[src/rtl/daq_link_pkg.sv]
`default_nettype none
// daq_link_pkg: shared types, K-character constants and word/K replication helper.
// Rev 1.0
package daq_link_pkg;

  typedef enum logic [0:0] {
    SEND = 1'b0,
    CC   = 1'b1
  } state_t;

  typedef enum logic [1:0] {
    SEL_IDLE = 2'd0,
    SEL_DATA = 2'd1,
    SEL_CC   = 2'd2
  } sel_t;

  localparam logic [7:0] K28_5 = 8'hBC;
  localparam logic [7:0] K23_7 = 8'hF7;

  // Widest supported fabric word; callers take the low DW / NK bits.
  typedef struct packed {
    logic [31:0] data;
    logic [3:0]  k;
  } wk_t;

  function automatic wk_t replicate(input logic [15:0] word, input logic [1:0] kflags,
                                    input int reps);
    wk_t r;
    r = '0;
    for (int i = 0; i < 2; i++) begin
      if (i < reps) begin
        r.data[i*16 +: 16] = word;
        r.k[i*2 +: 2]      = kflags;
      end
    end
    return r;
  endfunction

endpackage
`default_nettype wire

[src/rtl/daq_link_framer_if.sv]
`default_nettype none
// daq_link_framer_if: event-builder input stream plus GTX-facing outputs and status.
// Rev 1.0
interface daq_link_framer_if #(
  parameter int DW = 16
);
  localparam int NK = DW / 8;

  logic [DW-1:0] TXD;
  logic          TXD_VLD;
  logic          TXD_EOF;
  logic          TXD_RDY;
  logic [DW-1:0] TX_DATA;
  logic [NK-1:0] TX_K;
  logic          OVERFLOW;
  logic          UNDERRUN;

  modport master (
    output TXD, TXD_VLD, TXD_EOF,
    input  TXD_RDY, TX_DATA, TX_K, OVERFLOW, UNDERRUN
  );

  modport slave (
    input  TXD, TXD_VLD, TXD_EOF,
    output TXD_RDY, TX_DATA, TX_K, OVERFLOW, UNDERRUN
  );

endinterface
`default_nettype wire

[src/rtl/daq_link_fifo.sv]
`default_nettype none
// daq_link_fifo: synchronous FIFO, registered read data (no first-word fall-through).
// Rev 1.0
module daq_link_fifo #(
  parameter int WIDTH = 17,
  parameter int AW    = 4
) (
  input  logic             clk,
  input  logic             rst,
  input  logic             push,
  input  logic [WIDTH-1:0] wdata,
  input  logic             pop,
  output logic [WIDTH-1:0] rdata,
  output logic             full,
  output logic             empty,
  output logic             full_nxt
);

  localparam int          DEPTH   = 2 ** AW;
  localparam logic [AW:0] DEPTH_C = {1'b1, {AW{1'b0}}};

  logic [WIDTH-1:0] mem [DEPTH];
  logic [AW-1:0]    wr_ptr;
  logic [AW-1:0]    rd_ptr;
  logic [AW:0]      count;
  logic [AW:0]      count_nxt;
  logic             do_push;
  logic             do_pop;

  assign do_push   = push && !full;
  assign do_pop    = pop && !empty;
  assign count_nxt = count + {{AW{1'b0}}, do_push} - {{AW{1'b0}}, do_pop};
  // Lookahead lets the owner register a ready flag that is exact in the same cycle.
  assign full_nxt  = (count_nxt == DEPTH_C);

  always_ff @(posedge clk) begin
    if (do_push) begin
      mem[wr_ptr] <= wdata;
    end
  end

  always_ff @(posedge clk) begin
    if (rst) begin
      wr_ptr <= '0;
      rd_ptr <= '0;
      count  <= '0;
      full   <= 1'b0;
      empty  <= 1'b1;
      rdata  <= '0;
    end else begin
      if (do_push) begin
        wr_ptr <= wr_ptr + 1'b1;
      end
      if (do_pop) begin
        rd_ptr <= rd_ptr + 1'b1;
        rdata  <= mem[rd_ptr];
      end
      count <= count_nxt;
      full  <= full_nxt;
      empty <= (count_nxt == '0);
    end
  end

endmodule
`default_nettype wire

[src/rtl/daq_link_framer.sv]
`default_nettype none
// daq_link_framer: 8b10b TX framer (FIFO, idle fill, frame-safe clock correction).
// Rev 1.0; DAQ_LINK_FRAMER_STATS_EN adds FRAME_CNT / CC_CNT.
module daq_link_framer
  import daq_link_pkg::*;
#(
  parameter int          DW        = 16,
  parameter int          FIFO_AW   = 4,
  parameter int          CC_PERIOD = 5000,
  parameter int          CC_LEN    = 2,
  parameter logic [15:0] IDLE_WORD = {8'h50, K28_5},
  parameter logic [1:0]  IDLE_K    = 2'b01,
  parameter logic [15:0] CC_WORD   = {K23_7, K23_7},
  parameter logic [1:0]  CC_K      = 2'b11
) (
  input  logic               CLK,
  input  logic               RST,
`ifdef DAQ_LINK_FRAMER_STATS_EN
  output logic [31:0]        FRAME_CNT,
  output logic [15:0]        CC_CNT,
`endif
  daq_link_framer_if.slave   link
);

  localparam int NK = DW / 8;
  localparam int TW = (CC_PERIOD > 2) ? $clog2(CC_PERIOD) : 1;
  localparam int CW = (CC_LEN > 2) ? $clog2(CC_LEN) : 1;

  localparam wk_t            IDLE_WK   = replicate(IDLE_WORD, IDLE_K, DW / 16);
  localparam wk_t            CC_WK     = replicate(CC_WORD, CC_K, DW / 16);
  localparam logic [DW-1:0]  IDLE_D    = IDLE_WK.data[DW-1:0];
  localparam logic [NK-1:0]  IDLE_KR   = IDLE_WK.k[NK-1:0];
  localparam logic [DW-1:0]  CC_D      = CC_WK.data[DW-1:0];
  localparam logic [NK-1:0]  CC_KR     = CC_WK.k[NK-1:0];
  localparam logic [TW-1:0]  TIMER_MAX = TW'(CC_PERIOD - 1);
  localparam logic [CW-1:0]  CC_LOAD   = CW'((CC_LEN > 1) ? CC_LEN - 2 : 0);

  state_t        state;
  state_t        state_nxt;
  logic [CW-1:0] cc_cnt;
  logic [CW-1:0] cc_cnt_nxt;
  logic [TW-1:0] timer;
  logic          wrap;
  logic          cc_pending;
  logic          in_frame;
  logic          frame_eff;
  logic          go_cc;
  logic          last_cc;
  logic          pop;
  logic          set_underrun;
  sel_t          sel;
  sel_t          sel_nxt;
  logic          rdy;
  logic          overflow;
  logic          underrun;
  logic [DW-1:0] tx_data;
  logic [NK-1:0] tx_k;

  logic [DW:0]   fifo_rdata;
  logic          fifo_full;
  logic          fifo_empty;
  logic          fifo_full_nxt;

  daq_link_fifo #(
    .WIDTH (DW + 1),
    .AW    (FIFO_AW)
  ) u_fifo (
    .clk      (CLK),
    .rst      (RST),
    .push     (link.TXD_VLD && rdy && !fifo_full),
    .wdata    ({link.TXD_EOF, link.TXD}),
    .pop      (pop),
    .rdata    (fifo_rdata),
    .full     (fifo_full),
    .empty    (fifo_empty),
    .full_nxt (fifo_full_nxt)
  );

  // A word popped last cycle sits in the FIFO read register and is already committed
  // to the output, so its EOF bit decides frame membership for this cycle's choice.
  assign frame_eff = (sel == SEL_DATA) ? !fifo_rdata[DW] : in_frame;
  assign wrap      = (timer == TIMER_MAX);

  always_ff @(posedge CLK) begin
    if (RST) begin
      state  <= SEND;
      cc_cnt <= '0;
    end else begin
      state  <= state_nxt;
      cc_cnt <= cc_cnt_nxt;
    end
  end

  // The SEND cycle that starts a correction already emits its first CC word.
  always_comb begin
    state_nxt  = state;
    cc_cnt_nxt = cc_cnt;
    go_cc      = 1'b0;
    last_cc    = 1'b0;
    case (state)
      SEND: begin
        if (cc_pending && !frame_eff) begin
          go_cc      = 1'b1;
          cc_cnt_nxt = CC_LOAD;
          if (CC_LEN > 1) begin
            state_nxt = CC;
          end else begin
            last_cc = 1'b1;
          end
        end
      end
      CC: begin
        if (cc_cnt == '0) begin
          state_nxt = SEND;
          last_cc   = 1'b1;
        end else begin
          cc_cnt_nxt = cc_cnt - 1'b1;
        end
      end
      default: state_nxt = SEND;
    endcase
  end

  always_comb begin
    sel_nxt      = SEL_IDLE;
    pop          = 1'b0;
    set_underrun = 1'b0;
    case (state)
      SEND: begin
        if (go_cc) begin
          sel_nxt = SEL_CC;
        end else if (!fifo_empty) begin
          pop     = 1'b1;
          sel_nxt = SEL_DATA;
        end else begin
          set_underrun = frame_eff;
        end
      end
      CC:      sel_nxt = SEL_CC;
      default: sel_nxt = SEL_IDLE;
    endcase
  end

  always_ff @(posedge CLK) begin
    if (RST) begin
      timer      <= '0;
      cc_pending <= 1'b0;
      in_frame   <= 1'b0;
      sel        <= SEL_IDLE;
      rdy        <= 1'b0;
      overflow   <= 1'b0;
      underrun   <= 1'b0;
      tx_data    <= IDLE_D;
      tx_k       <= IDLE_KR;
    end else begin
      timer      <= wrap ? '0 : timer + 1'b1;
      cc_pending <= wrap | (cc_pending & ~go_cc);
      in_frame   <= frame_eff;
      sel        <= sel_nxt;
      rdy        <= ~fifo_full_nxt;
      if (link.TXD_VLD && !rdy) begin
        overflow <= 1'b1;
      end
      if (set_underrun) begin
        underrun <= 1'b1;
      end
      case (sel)
        SEL_DATA: begin
          tx_data <= fifo_rdata[DW-1:0];
          tx_k    <= '0;
        end
        SEL_CC: begin
          tx_data <= CC_D;
          tx_k    <= CC_KR;
        end
        default: begin
          tx_data <= IDLE_D;
          tx_k    <= IDLE_KR;
        end
      endcase
    end
  end

  assign link.TXD_RDY  = rdy;
  assign link.TX_DATA  = tx_data;
  assign link.TX_K     = tx_k;
  assign link.OVERFLOW = overflow;
  assign link.UNDERRUN = underrun;

`ifdef DAQ_LINK_FRAMER_STATS_EN
  logic [31:0] frame_cnt;
  logic [15:0] cc_done;

  always_ff @(posedge CLK) begin
    if (RST) begin
      frame_cnt <= '0;
      cc_done   <= '0;
    end else begin
      if (sel == SEL_DATA && fifo_rdata[DW]) begin
        frame_cnt <= frame_cnt + 32'd1;
      end
      if (last_cc && cc_done != 16'hFFFF) begin
        cc_done <= cc_done + 16'd1;
      end
    end
  end

  assign FRAME_CNT = frame_cnt;
  assign CC_CNT    = cc_done;
`endif

endmodule
`default_nettype wire

[src/flat_wrapper.sv]
// flat-port wrapper written by rule: the top's interface ports become plain ports
module daq_link_framer_flat import daq_link_pkg::*;
#(
  parameter int          DW        = 16,
  parameter int          FIFO_AW   = 4,
  parameter int          CC_PERIOD = 5000,
  parameter int          CC_LEN    = 2,
  parameter logic [15:0] IDLE_WORD = {8'h50, K28_5},
  parameter logic [1:0]  IDLE_K    = 2'b01,
  parameter logic [15:0] CC_WORD   = {K23_7, K23_7},
  parameter logic [1:0]  CC_K      = 2'b11
)
  (CLK, RST, link_TXD, link_TXD_VLD, link_TXD_EOF, link_TXD_RDY, link_TX_DATA, link_TX_K, link_OVERFLOW, link_UNDERRUN);
  daq_link_framer_if #(.DW(DW)) link_i ();
  input  logic CLK;
  input  logic RST;
  input wire logic [$bits(link_i.TXD)-1:0] link_TXD;
  input wire logic [$bits(link_i.TXD_VLD)-1:0] link_TXD_VLD;
  input wire logic [$bits(link_i.TXD_EOF)-1:0] link_TXD_EOF;
  output wire logic [$bits(link_i.TXD_RDY)-1:0] link_TXD_RDY;
  output wire logic [$bits(link_i.TX_DATA)-1:0] link_TX_DATA;
  output wire logic [$bits(link_i.TX_K)-1:0] link_TX_K;
  output wire logic [$bits(link_i.OVERFLOW)-1:0] link_OVERFLOW;
  output wire logic [$bits(link_i.UNDERRUN)-1:0] link_UNDERRUN;
  assign link_i.TXD = link_TXD;
  assign link_i.TXD_VLD = link_TXD_VLD;
  assign link_i.TXD_EOF = link_TXD_EOF;
  assign link_TXD_RDY = link_i.TXD_RDY;
  assign link_TX_DATA = link_i.TX_DATA;
  assign link_TX_K = link_i.TX_K;
  assign link_OVERFLOW = link_i.OVERFLOW;
  assign link_UNDERRUN = link_i.UNDERRUN;
  daq_link_framer #(.DW(DW), .FIFO_AW(FIFO_AW), .CC_PERIOD(CC_PERIOD), .CC_LEN(CC_LEN), .IDLE_WORD(IDLE_WORD), .IDLE_K(IDLE_K), .CC_WORD(CC_WORD), .CC_K(CC_K)) u_core (.CLK(CLK), .RST(RST), .link(link_i));
endmodule
[config.mk]
export PLATFORM = sky130hd
export DESIGN_NAME = daq_link_framer_flat
export DESIGN_NICKNAME = d
export VERILOG_FILES = /design/src/rtl/daq_link_pkg.sv /design/src/rtl/daq_link_framer_if.sv /design/src/rtl/daq_link_fifo.sv /design/src/rtl/daq_link_framer.sv /design/src/flat_wrapper.sv
export SDC_FILE = /design/constraint.sdc
export NUM_CORES = 1
export LEC_CHECK = 0
export ABC_AREA = 1
export CORE_MARGIN = 2
export CORE_UTILIZATION = 47
export DETAILED_ROUTE_END_ITERATION = 8
export PLACE_DENSITY = 0.64
export SLEW_MARGIN = 0
export SYNTH_ARGS = -nofsm -noshare
export SYNTH_HDL_FRONTEND = slang
export SYNTH_SLANG_ARGS = --single-unit
[constraint.sdc]
create_clock -name CLK -period 5.28 [get_ports CLK]
set_input_delay 1.056 -clock CLK [delete_from_list [all_inputs] [get_ports CLK]]
set_output_delay 1.056 -clock CLK [all_outputs]
set_load 0.1 [all_outputs]
==> results of run 1 <==
## sequential cells by signal, summed over array words and instances (netlist names), 2 cells and up
| name | count |
|---|---|
| u_core.u_fifo.wr_ptr | 4 |
| u_core.timer | 13 |
| u_core.u_fifo.rd_ptr | 4 |
| u_core.u_fifo.mem | 272 |
| u_core.sel | 2 |
| u_core.u_fifo.count | 5 |
| u_core.u_fifo.rdata | 17 |
| u_core.link.TX_DATA | 16 |
| u_core.link.TX_K | 2 |
## metrics by stage
step           instances  cell area (um2)  utilization  power, mW
6_report            1859            16200        0.544       7.84
5_1_grt             1859            16200        0.544       8.23
3_3_place_gp        1793            15000        0.503       5.28
3_5_place_dp        1793            15000        0.503       5.29
4_1_cts             1859            16200        0.544       7.88
2_1_floorplan       1423            14300            -       4.65
## how the worst max path moves through the flow
stage / startpoint / to / slack, ns / cells after the start
finish: link_TXD_VLD / u_core.link.TXD_RDY$_SDFF_PP0_ / 2.03 / 13
global route: u_core.sel[1]$_SDFF_PP0_ / u_core.link.TXD_RDY$_SDFF_PP0_ / 1.80 / 14
CTS: link_TXD_VLD / u_core.link.TXD_RDY$_SDFF_PP0_ / 2.02 / 13
detailed placement: link_TXD_VLD / u_core.link.TXD_RDY$_SDFF_PP0_ / 1.47 / 13
global placement: link_TXD_VLD / u_core.link.TXD_RDY$_SDFF_PP0_ / 1.46 / 13
floorplan: link_TXD_VLD / u_core.link.TXD_RDY$_SDFF_PP0_ / 2.32 / 12
## logic make-up after synthesis
| group | Yosys count | synth area share |
|---|---|---|
| xor gates and xnor gates | 9 | 0.00551 |
| and+or+nand+nor | 726 | 0.212 |
| buffers and inverters | 271 | 0.0763 |
| AOI/OAI and AO/OA | 60 | 0.0233 |
| adders and majority gates | 14 | 0.0128 |
| DFF | 343 | 0.670 |
## Yosys cell counts (6+ instances only)
master	count	area [um2]
dfxtp_1	71	1420
buf_2	42	210
a21oi_1	33	165
clkbuf_1	16	60.1
o21a_1	9	67.6
edfxtp_1	272	8170
inv_1	193	724
xor2_1	6	52.6
ha_1	13	163
nand3_1	198	991
nor2_1	51	191
buf_1	6	22.5
o21ai_0	12	60.1
inv_2	9	33.8
nand2_1	457	1720
nor3_1	9	45.0
## per-layer routing
layer | GRT usage | up-vias | routed length [um]
li1 | - | 4650 | -
met1 | 0.318 | 4533 | 15000
met2 | 0.343 | 350 | 15600
met3 | 0.0362 | 56 | 2550
met4 | 0.0657 | 0 | 848
met5 | 0 | - | 0
## worst max-delay path: cells and delay by family
kind / cells / cell delay, ns
AND/OR/NAND/NOR: 6 / 0.84
buffers and inverters: 3 / 0.68
XOR/XNOR: 1 / 0.17
adder cells (fa/ha/maj): 3 / 0.90
## cell type report
cell class / instances / area [um2] / area share
Clock inverter: 19 / 201 / 0.0124
Multi-Input combinational cell: 809 / 3670 / 0.226
Sequential cell: 343 / 9590 / 0.592
Tap cell: 390 / 488 / 0.0301
Timing Repair Buffer: 48 / 460 / 0.0284
Clock buffer: 47 / 1030 / 0.0633
Inverter: 203 / 764 / 0.0472
## where the power goes
| part | switching, mW | internal, mW | leakage, nW |
|---|---|---|---|
| Combinational | 1.48 | 0.546 | 2.98 |
| Sequential | 0.144 | 3.08 | 3.03 |
| Clock | 1.02 | 1.57 | 0.604 |
| Total | 2.64 | 5.20 | 6.62 |
==> impl_metrics.yaml, run 1 <==
outcome:
  status: "complete, no violations"
global_route:
  globalRouteOverflowTotal: 0
  grt_first_pass_wirelength_mm: 51.8
  first_global_vias: 8852
  grt_max_degree: 67
  antenna_found_initial: 0
  grt_util_all_layers: 0.220
drt:
  via_per_inst: 5.16
  dr.first_iter.drc_count: 996
  routedWlPerCell_um: 18.3
  ant_nets: 0
  drt_wl_total_mm: 34.0
  first_pass_iters: 5
  drc: 0
  vias: 9589
worst_hold_path:
  hold_path_end: "u_core.timer[0]$_SDFF_PP0_"
  hp-start: "u_core.timer[0]$_SDFF_PP0_"
  hold_depth: 1
  min_path_type: "reg2reg"
cts:
  htreeDepth: 2
  cts_made_buffers: 36
  root_buffer: "clkbuf_16"
  clock_sinks: 343
  cts_tree: "done"
  clk_latency_ns: 0.53
  clockBufferDepth: 3
  post_cts_buffers: 0
  cts-resized-gates: 0
  hold_buffers: 0
  clkTransAtPathRegs_ns: 0.06
synthesis:
  syn_avg_cell_area_um2: 10.1
  synthArstFlopShare: 0
  synth_fp_nets: 1457
  ys_types: 34
  ys_ff_latch: 343
  synth.yosys.seq_area_share: 0.670
  synth_area_um2: 14300
  ys_warn_count: 0
  synth_top_flop_cell: "edfxtp_1"
  syn_inst: 1423
  synth_edf_count: 272
timing:
  maxSlewViolCount: 0
  setup_viol: 0
  rsz0062_at_grt: "false"
  fmax_mhz: 308
  worstMarginPinSlew_ns: 1.03
  min_period_ns: 3.25
  setup_slack_ns: 2.03
  finalSetupTns_ns: 0
  finalHoldViolCount: 0
  fin_hold_ws_ns: 0.441
  fin_crit_sh: 0.615
  finClkSkew_ns: 0.0210
  max_slew_margin: 0.312
die:
  die_height_um: 178
  pin_count: 41
  rows: 63
  die_w_um: 178
  core_um2: 29800
  start_util: 0.480
  dieArea_um2: 31900
finish:
  final_cell_mix: "nand2_1 (457), edfxtp_1 (272), nand3_1 (198)"
  fill_cells: 2586
  final_common_cell: "nand2_1"
  diodes: 0
  drive_above_1_share: 0.0647
  nets: 1475
  syn_to_final_growth_pct: 13.2
critical_path:
  worstPathCellList: "clkdlybuf4s50_1 -> nand2_1 -> nor2_1 -> inv_2 -> ha_1 -> inv_1 -> ha_1 -> fa_1 -> xor2_1 -> nor3_1 -> nand2_1 -> nor2_1 -> nor2_1"
  endpoint_kind: "register"
  r2r-end: "u_core.link.TXD_RDY$_SDFF_PP0_"
  required_ns: 5.68
  worstPathArrival_ns: 3.65
  slowest_stage: "clkdlybuf4s50_1"
  critPathLaunchType: "input port"
  crit_type: "in2reg"
  r2r-start: "u_core.sel[1]$_SDFF_PP0_"
  crit_top_cell: "nor2_1"
  r2r_cells: 14
  r2r_slack_ns: 2.13
  crit_fanout: 6
  slowest_delay_ns: 0.49
pwr:
  leakage_nw: 6.62
  powerDensity_nw_per_um2: 484
  vdd_drop_max_v: 0.000290
placement:
  hpwl_mm: 21.0
  place_congestion: 0.851
  dp_slack_ns: 1.47
  portBuffers: 40
flow_run:
  cap_violations: 0
No activity file was read; power rests on OpenSTA's default activity.
==> run 2, diff against run 1 <==
--- a/config.mk
+++ b/config.mk
@@ -9,7 +9,7 @@
 export CORE_MARGIN = 2
 export CORE_UTILIZATION = 47
 export DETAILED_ROUTE_END_ITERATION = 8
-export PLACE_DENSITY = 0.64
+export PLACE_DENSITY = 0.66
 export SLEW_MARGIN = 0
 export SYNTH_ARGS = -nofsm -noshare
 export SYNTH_HDL_FRONTEND = slang
==> constraint.sdc (replaced) <==
create_clock -name CLK -period 2.8 [get_ports CLK]
set_input_delay 0.56 -clock CLK [delete_from_list [all_inputs] [get_ports CLK]]
set_output_delay 0.56 -clock CLK [all_outputs]
set_load 0.1 [all_outputs]
==> run 2 against run 1 <==
Effect of this change: register-to-register slack worse by 2.0 ns; sequential share of layout area fell by 0.94 points; global-route usage shrank 1.2 points; count of clock-buffer cells in the layout unchanged; first-iteration DRC count is 16% lower; highest routed layer unchanged; total power is 89% higher.
==> impl_metrics.yaml, run 2 (synthesized netlist as in run 1, its figures left out) <==
worst_hold_path:
  hp-start: "u_core.timer[0]$_SDFF_PP0_"
  min_path_type: "reg2reg"
drt:
  first_pass_iters: 5
  drc: 0
  dr.first_iter.drc_count: 835
  ant_nets: 0
  drt_wl_total_mm: 31.9
  via_per_inst: 5.06
  vias: 9569
  routedWlPerCell_um: 16.9
finish:
  regMostFlops: "u_core.u_fifo.mem"
  multi_input_area_um2: 3670
  fill_cells: 2556
  diodes: 0
  final_cell_mix: "nand2_1 (457), edfxtp_1 (272), nand3_1 (198)"
  nets: 1509
  syn_to_final_growth_pct: 15.1
  final_common_cell: "nand2_1"
  design_area_um2: 16500
  drive_above_1_share: 0.0993
  largest_reg_flops: 272
  instances_no_fill: 1890
  register_area_um2: 9600
timing:
  maxSlewViolCount: 0
  max_slew_margin: 0.463
  fin_crit_sh: 0.938
  worstMarginPinSlew_ns: 0.804
  finClkSkew_ns: 0.0168
  fmax_mhz: 381
  fin_hold_ws_ns: 0.445
  finalHoldViolCount: 0
  min_period_ns: 2.63
  setup_viol: 0
global_route:
  grt_util_all_layers: 0.208
  grtUsageMet3: 0.0273
  grt_max_degree: 71
  first_global_vias: 9077
  antenna_found_initial: 0
  grt_util_met2: 0.342
  grt_first_pass_wirelength_mm: 50.5
  grt.busiest_layer: "met2"
  gr-usage-met1: 0.289
  globalRouteOverflowTotal: 0
die:
  die_w_um: 178
  dieArea_um2: 31900
  rows: 63
  core_um2: 29800
  start_util: 0.480
  die_height_um: 178
  pin_count: 41
critical_path:
  cp_top_family: "adder cells"
  crit_top_cell: "ha_1"
  slowest_stage: "fa_1"
  critPathLaunchType: "register"
  crit_path_start: "u_core.sel[1]$_SDFF_PP0_"
  slowest_delay_ns: 0.41
  required_ns: 3.20
  crit_type: "reg2reg"
  critPathBufInv: 3
  worstPathCellList: "inv_1 -> ha_1 -> o21ai_2 -> nand2_2 -> nand3_4 -> inv_2 -> ha_1 -> inv_1 -> ha_1 -> fa_1 -> xor2_1 -> nor3_1 -> nand2_1 -> nor2_1 -> nor2_1"
  worstPathArrival_ns: 3.03
  r2r-start: "u_core.sel[1]$_SDFF_PP0_"
  crit_fanout: 3
  endpoint_kind: "register"
  r2r_slack_ns: 0.17
flow_run:
  cap_violations: 0
pwr:
  powerDensity_nw_per_um2: 902
  leakage_nw: 6.83
  vdd_drop_max_v: 0.000567
placement:
  place_congestion: 0.892
  portBuffers: 40
  placedCellCount: 1825
  hpwl_mm: 19.6
  place_area_um2: 15200
cts:
  cts_made_buffers: 37
  htreeDepth: 2
  cts_tree: "done"
  root_buffer: "clkbuf_16"
  hold_buffers: 0
  clk_latency_ns: 0.52
  clockBufferDepth: 3
  clkTransAtPathRegs_ns: 0.06
  clock_sinks: 343
outcome:
  status: "complete, no violations"
==> run 2: cell types whose count changed in the layout (fill, tap and decap cells not counted), sizes merged <==
cell and delta:
clkinvlp +2, buf +54, inv +1, clkdlybuf4s50 -21, clkinv -6, bufinv +1
==> run 2: path summary, 6_finish.rpt <==
| check | endpoint | depth (start not counted) |
|---|---|---|
| setup / recovery | u_core.link.TXD_RDY$_SDFF_PP0_ | 15 |
| hold reg to reg | u_core.timer[0]$_SDFF_PP0_ | 1 |
| setup reg to reg | u_core.link.TXD_RDY$_SDFF_PP0_ | 15 |
| hold / removal | u_core.timer[0]$_SDFF_PP0_ | 1 |
==> run 2: cell type report <==
type	instances	share of cell area
flip-flops and latches	343	0.583
multi-input cells	809	0.223
clock buffers	47	0.0611
inverters	203	0.0464
repair buffers	81	0.0444
well taps	390	0.0296
clock inverters	17	0.0129
==> run 2: per-stage QoR <==
stage	total power, mW	TNS, ns	worst slack (ns)	utilization
after detailed placement	10.1	-0.448	-0.163	0.511
after floorplan	8.77	0	0.147	-
after global routing	15.6	-0.0142	-0.0142	0.553
after global placement	10.0	-0.280	-0.135	0.511
final	14.8	0	0.174	0.553
after CTS	14.9	0	0.134	0.552
==> run 2: routing by layer <==
metal,part of all wire,vias up
li1,-,4713
met1,0.44,4532
met2,0.48,273
met3,0.051,51
met4,0.024,0
met5,0,-
==> run 2: worst reg2reg max path, delay by kind of cell (launching register included) <==
family / cells / cell delay (ns)
AO/OA/AOI/OAI: 1 / 0.17
XOR/XNOR: 1 / 0.18
adder cells (fa/ha/maj): 4 / 1.09
buffers and inverters: 3 / 0.14
flip-flops: 1 / 0.34
AND/OR/NAND/NOR: 6 / 0.59
==> run 2: timing repair <==
item,CTS,global route
setup buffers,0,1
gates resized for setup,0,0
setup endpoints to repair,0,2
==> run 2: power breakdown <==
| group | switching, mW | internal (mW) | total [mW] |
|---|---|---|---|
| Clock | 1.87 | 3.00 | 4.87 |
| Combinational | 2.80 | 1.18 | 3.98 |
| Sequential | 0.181 | 5.81 | 5.99 |
| Total | 4.85 | 9.99 | 14.8 |
